**src/rtl/striping_pkg.sv**
```systemverilog
`default_nettype none
// +----------------------------------------------------------------------------+
// | striping_pkg : types and constants shared by the striping/unstriping stages |
// | Revision     : 1.0                                                          |
// +----------------------------------------------------------------------------+

package striping_pkg;

  localparam int DATA_WIDTH_DEFAULT = 32;

  typedef enum logic [0:0] {
    ALIGN = 1'b0,
    RUN   = 1'b1
  } align_state_e;

  localparam logic LANE0 = 1'b0;
  localparam logic LANE1 = 1'b1;

endpackage

`default_nettype wire

```
**src/rtl/lane_fifo.sv**
```systemverilog
`default_nettype none
// +----------------------------------------------------------------------------+
// | lane_fifo : per-lane skew buffer with registered empty/full flags          |
// | Revision  : 1.0                                                            |
// +----------------------------------------------------------------------------+

module lane_fifo #(
  parameter int DATA_WIDTH = 32,
  parameter int FIFO_DEPTH = 4
) (
  input  logic                  clk_2f,
  input  logic                  reset_L,
  input  logic                  i_push,
  input  logic [DATA_WIDTH-1:0] i_push_data,
  input  logic                  i_pop,
  output logic [DATA_WIDTH-1:0] o_head_data,
  output logic                  o_empty,
  output logic                  o_full
);

  localparam int c_addr_w = $clog2(FIFO_DEPTH);
  localparam int c_ptr_w  = c_addr_w + 1;

  logic [DATA_WIDTH-1:0] r_mem [FIFO_DEPTH];
  logic [c_ptr_w-1:0]    r_wr_ptr;
  logic [c_ptr_w-1:0]    r_rd_ptr;
  logic [c_ptr_w-1:0]    w_wr_ptr_nxt;
  logic [c_ptr_w-1:0]    w_rd_ptr_nxt;
  logic                  r_empty;
  logic                  r_full;
  logic                  w_do_push;
  logic                  w_do_pop;

  // A pop in the same cycle frees a slot, so a push on full is still accepted.
  always_comb begin
    w_do_pop     = i_pop & ~r_empty;
    w_do_push    = i_push & (~r_full | w_do_pop);
    w_wr_ptr_nxt = r_wr_ptr + c_ptr_w'(w_do_push);
    w_rd_ptr_nxt = r_rd_ptr + c_ptr_w'(w_do_pop);
  end

  always_ff @(posedge clk_2f or negedge reset_L) begin
    if (!reset_L) begin
      r_wr_ptr <= '0;
      r_rd_ptr <= '0;
      r_empty  <= 1'b1;
      r_full   <= 1'b0;
    end else begin
      r_wr_ptr <= w_wr_ptr_nxt;
      r_rd_ptr <= w_rd_ptr_nxt;
      r_empty  <= (w_wr_ptr_nxt == w_rd_ptr_nxt);
      r_full   <= ((w_wr_ptr_nxt ^ w_rd_ptr_nxt) == {1'b1, {c_addr_w{1'b0}}});
    end
  end

  always_ff @(posedge clk_2f) begin
    if (w_do_push) begin
      r_mem[r_wr_ptr[c_addr_w-1:0]] <= i_push_data;
    end
  end

  assign o_head_data = r_mem[r_rd_ptr[c_addr_w-1:0]];
  assign o_empty     = r_empty;
  assign o_full      = r_full;

endmodule

`default_nettype wire

```
**src/rtl/byte_unstriping.sv**
```systemverilog
`default_nettype none
// +----------------------------------------------------------------------------+
// | byte_unstriping : merges two skewed lanes back into one in-order stream    |
// | Revision        : 1.0                                                      |
// +----------------------------------------------------------------------------+

module byte_unstriping
  import striping_pkg::*;
#(
  parameter int DATA_WIDTH = DATA_WIDTH_DEFAULT,
  parameter int FIFO_DEPTH = 4
) (
  input  logic                  clk_2f,
  input  logic                  reset_L,
  input  logic [DATA_WIDTH-1:0] lane0,
  input  logic                  valid_0,
  input  logic [DATA_WIDTH-1:0] lane1,
  input  logic                  valid_1,
  output logic [DATA_WIDTH-1:0] data_out,
  output logic                  valid_out,
  output logic                  aligned,
  output logic                  overflow_0,
  output logic                  overflow_1
);

  align_state_e          r_state;
  align_state_e          w_state_nxt;
  logic                  r_next_lane;
  logic                  w_next_lane_nxt;
  logic                  w_load;
  logic                  w_sel;
  logic [1:0]            w_push;
  logic [1:0]            w_pop;
  logic [1:0]            w_empty;
  logic [1:0]            w_full;
  logic [DATA_WIDTH-1:0] w_lane_data [2];
  logic [DATA_WIDTH-1:0] w_head [2];
  logic [DATA_WIDTH-1:0] r_data_out;
  logic                  r_valid_out;
  logic [1:0]            r_overflow;

  assign w_push             = {valid_1, valid_0};
  assign w_lane_data[LANE0] = lane0;
  assign w_lane_data[LANE1] = lane1;

  generate
    for (genvar g = 0; g < 2; g++) begin : g_lane
      lane_fifo #(
        .DATA_WIDTH (DATA_WIDTH),
        .FIFO_DEPTH (FIFO_DEPTH)
      ) u_lane_fifo (
        .clk_2f      (clk_2f),
        .reset_L     (reset_L),
        .i_push      (w_push[g]),
        .i_push_data (w_lane_data[g]),
        .i_pop       (w_pop[g]),
        .o_head_data (w_head[g]),
        .o_empty     (w_empty[g]),
        .o_full      (w_full[g])
      );
    end
  endgenerate

  always_ff @(posedge clk_2f or negedge reset_L) begin
    if (!reset_L) begin
      r_state     <= ALIGN;
      r_next_lane <= LANE0;
    end else begin
      r_state     <= w_state_nxt;
      r_next_lane <= w_next_lane_nxt;
    end
  end

  // Lanes are drained strictly alternately; an empty lane stalls rather than being skipped.
  always_comb begin
    w_state_nxt     = r_state;
    w_next_lane_nxt = r_next_lane;
    w_pop           = 2'b00;
    w_load          = 1'b0;
    w_sel           = LANE0;
    case (r_state)
      ALIGN: begin
        if (!w_empty[LANE0] && !w_empty[LANE1]) begin
          w_pop[LANE0]    = 1'b1;
          w_load          = 1'b1;
          w_sel           = LANE0;
          w_next_lane_nxt = LANE1;
          w_state_nxt     = RUN;
        end
      end
      RUN: begin
        if (!w_empty[r_next_lane]) begin
          w_pop[r_next_lane] = 1'b1;
          w_load             = 1'b1;
          w_sel              = r_next_lane;
          w_next_lane_nxt    = ~r_next_lane;
        end
      end
      default: begin
        w_state_nxt     = ALIGN;
        w_next_lane_nxt = LANE0;
      end
    endcase
  end

  always_ff @(posedge clk_2f or negedge reset_L) begin
    if (!reset_L) begin
      r_data_out  <= '0;
      r_valid_out <= 1'b0;
      r_overflow  <= 2'b00;
    end else begin
      if (w_load) begin
        r_data_out <= w_head[w_sel];
      end
      r_valid_out <= w_load;
      r_overflow  <= r_overflow | (w_push & w_full & ~w_pop);
    end
  end

  assign data_out   = r_data_out;
  assign valid_out  = r_valid_out;
  assign aligned    = (r_state == RUN);
  assign overflow_0 = r_overflow[LANE0];
  assign overflow_1 = r_overflow[LANE1];

endmodule

`default_nettype wire

```
**config.mk**
```make
export PLATFORM = sky130hd
export DESIGN_NAME = byte_unstriping
export DESIGN_NICKNAME = d
export VERILOG_FILES = /design/src/rtl/striping_pkg.sv /design/src/rtl/lane_fifo.sv /design/src/rtl/byte_unstriping.sv
export SDC_FILE = /design/constraint.sdc
export NUM_CORES = 1
export LEC_CHECK = 0
export CORE_UTILIZATION = 52
export CTS_CLUSTER_DIAMETER = 40
export DETAILED_ROUTE_END_ITERATION = 8
export PLACE_DENSITY = 0.79
export SYNTH_ARGS = -nofsm -noshare
export SYNTH_HDL_FRONTEND = slang
export SYNTH_SLANG_ARGS = --single-unit
```
**constraint.sdc**
```tcl
create_clock -name clk_2f -period 4.75 [get_ports clk_2f]
set_input_delay 0.95 -clock clk_2f [delete_from_list [all_inputs] [get_ports clk_2f]]
set_output_delay 0.95 -clock clk_2f [all_outputs]
set_load 0.1 [all_outputs]
```
==> run_results.csv <==
group,metric,value,unit
layout,fillers,1466,
sta,timing.slew.headroom,0.1181,
yosys,synth_warnings,0,
layout,drive_gt1_frac,0.2371,
routing,antenna_left,0,
grt,grt_max_degree,44,
routing,drt-total-wl,23820,µm
sta,min_period,3.256,ns
critical_path,worstPathRequired,4.96,ns
cts,clock-sinks,309,
place,dp_hpwl,14910,µm
sta,hold_viol_final,0,
routing,drt_iter0_drc,435,
sta,min_period_over_period,0.6855,
critical_path,crit_arrival,3.47,ns
floorplan,die-area,23680,µm²
critical_path,worst-path-buf-inv,2,
yosys,netlist-cell-type-count,36,
cts,ctsResizeCount,0,
layout,fin_util,0.6447,
yosys,yosys.area.top_type,"edfxtp_1",
layout,area.growth.synth_to_final,21.66,%
floorplan,die_h,153.9,µm
cts,clock_latency,0.52,ns
yosys,synthFlopType,"edfxtp_1",
layout,n_antenna_cell,0,
floorplan,rows,55,
critical_path,crit_type,"flip-flop to flip-flop",
sta,tns,0,ns
cts,post_cts_buffers,0,
cts,cts_tree,"done",
critical_path,reg2reg_to,"g_lane[1].u_lane_fifo.r_mem[2][25]",
place,port_buffers,103,
yosys,ys_ff_latch,309,
floorplan,coreArea,22640,µm²
critical_path,crit_path_end_kind,"flip-flop",
pwr,total_power,0.01086,W
yosys,yosysSeqAreaShare,0.7515,
place,gp_congestion,0.8291,
cts,clk_path_buf_depth,3,
grt,grt_pass1_wl,36820,µm
pwr,powerDensity,743.8,nW/µm²
yosys,postSynth.asyncResetShare,0.1715,
yosys,synth_edf_count,256,
pwr,ir_worst_vdd,0.0009015,V
routing,vias,5965,
worst_hold_path,hold_class,"primary input to async pin",
yosys,synth_top_area_frac,0.6407,
critical_path,crit_chain,"nand3b_4 > inv_2 > o21ai_1 > nor3b_2 > buf_12",
sta,rsz0062_at_grt,"false",
routing,dr.max_layer_used,"met4",
routing,routedLengthMet1,9413,µm
grt,grt_pass1_vias,6401,
sta,timing.fmax,307.1,MHz
pwr,leakagePower,4.993,nW
routing,wire_per_inst,23.37,µm
critical_path,cp_max_fo,35,
layout,fin_nets,780,
cts,ctsHtreeMaxLevel,2,
routing,vias_per_cell,5.854,
sta,setup_viol,0,
yosys,synth_cells,583,
cts,cts_root_buffer,"clkbuf_16",
floorplan,die_w,153.9,µm
critical_path,startpoint_type,"flip-flop",
grt,grt_usage,0.2113,
sta,skew,0.02343,ns
outcome,outcome,"finished clean",
yosys,synth_area_leaders,"edfxtp_1 (64%), dfrtp_1 (11%), mux4_2 (9.8%)",
job,max_cap_viol_count,0,
grt,grt_overflow,0,
critical_path,r2r-start,"aligned",
cts,clkTransAtPathRegs,0.06,ns
floorplan,start_util,0.5299,
yosys,syn_area,12000,µm²
critical_path,cp_top_family,"simple AND/OR/NAND/NOR gates",
sta,worst_pin_slew,1.323,ns
grt,antenna_found_initial,0,
cts,cts_hold_buf,0,
critical_path,reg2reg_depth,5,
routing,route.met3.wl,1421,µm
yosys,synthesis.nets,659,
sta,finalMaxSlewViolations,0,
cts,numCtsBuffers,38,
routing,route.met2.wl,12000,µm
yosys,syn_avg_cell_area,20.58,µm²
critical_path,slowest_stage,"nor3b_2",
routing,dr.pass1.iters,5,
critical_path,max_stage_delay,0.85,ns
routing,drcViolationCount,0,
critical_path,rrSetupSlack,1.49,ns
floorplan,io_pins,104,
==> kinds of logic (layout without fill, tap and decap cells) <==
group	count (synthesis)	count (layout)	share of synthesized area
AOI/OAI and AO/OA	39	39	0.02701
xor gates and xnor gates	10	10	0.007301
adders and majority gates	8	8	0.008343
buffers and inverters	37	188	0.02336
DFF	309	309	0.7515
muxes	65	65	0.1251
and+or+nand+nor	115	115	0.05736
==> metrics by stage <==
| stage | cells | hold WS, ns | area (µm²) | worst slack, ns |
|---|---|---|---|---|
| floorplan | 583 | 0.4465 | 12000 | 0.4207 |
| global placement | 949 | 0.4502 | 13240 | 1.701 |
| detailed placement | 949 | 0.4588 | 13240 | 1.533 |
| CTS | 1019 | 0.2897 | 14600 | 1.483 |
| global route | 1019 | 0.2935 | 14600 | 1.254 |
| finish | 1019 | 0.2968 | 14600 | 1.494 |
==> final cells by class <==
class	instances	area, µm²	share of cell area
Multi-Input combinational cell	237	2731	0.1871
Timing Repair Buffer	112	1106	0.07578
Inverter	6	22.52	0.001543
Clock buffer	50	1100	0.07535
Sequential cell	309	9019	0.6179
Tap cell	285	356.6	0.02443
Clock inverter	20	261.5	0.01792
==> metal layers <==
metal	vias up	track usage
met3	69	0.03495
met1	3066	0.2768
met2	240	0.3513
met4	0	0.09524
li1	2590	-
met5	-	0
==> synthesized netlist by cell type, types with 2 or more instances <==
cell type  instances
mux4_2            52
nor3b_1            2
mux4_1            12
a21o_1             2
nor2_1            67
and4bb_2           2
ha_1               8
a211oi_1          25
a211oi_2           7
dfrtp_1           51
buf_6              7
dfstp_2            2
buf_12             4
xnor2_1            8
xor2_1             2
inv_1              5
edfxtp_1         256
clkbuf_1           3
nor3_2            30
nand2_1            3
nor2b_1            3
nor3_1             3
buf_2             16
==> power by group <==
part	switching (W)	total, W	internal [W]
Sequential	0.000517	0.00417	0.00365
Clock	0.00110	0.00302	0.00192
Combinational	0.00235	0.00366	0.00131
Total	0.00397	0.0109	0.00689
==> how the worst max path moves through the flow <==
stage,start,endpoint,cells after the start
after global routing,aligned,g_lane[1].u_lane_fifo.r_mem[2][4],5
final,aligned,g_lane[1].u_lane_fifo.r_mem[2][25],5
after global placement,valid_0,g_lane[0].u_lane_fifo.r_mem[0][19],3
after CTS,aligned,g_lane[1].u_lane_fifo.r_mem[2][20],5
after floorplan,aligned,g_lane[1].u_lane_fifo.r_mem[1][0],4
after detailed placement,aligned,g_lane[1].u_lane_fifo.r_mem[2][30],5
==> layout by cell type (no fill, tap or decap), drive strengths merged, types with 3 or more instances in the layout <==
cell type      netlist  routed
dfrtp               51      51
bufinv               0       5
mux4                64      64
nor2                67      67
clkbuf               3      50
buf                 28      10
nand2                3       3
clkinv               0       9
xnor2                8       8
nor2b                3       3
nor3                33      33
edfxtp             256     256
inv                  6      10
clkdlybuf4s50        0     102
a211oi              32      32
ha                   8       8
==> worst register-to-register path: stages, from the launching register on <==
cell and delay, ns:
dfrtp_1 0.50, nand3b_4 0.39, inv_2 0.65, o21ai_1 0.27, nor3b_2 0.86, buf_12 0.28
==> state kept, by name, indices dropped and copies added, names as in the netlist <==
register / flops
aligned: 1
data_out: 32
g_lane.u_lane_fifo.o_empty: 2
g_lane.u_lane_fifo.o_full: 2
g_lane.u_lane_fifo.r_mem: 256
g_lane.u_lane_fifo.r_rd_ptr: 6
g_lane.u_lane_fifo.r_wr_ptr: 6
r_next_lane: 1
r_overflow: 2
valid_out: 1
No activity file was read; power rests on OpenSTA's default activity.
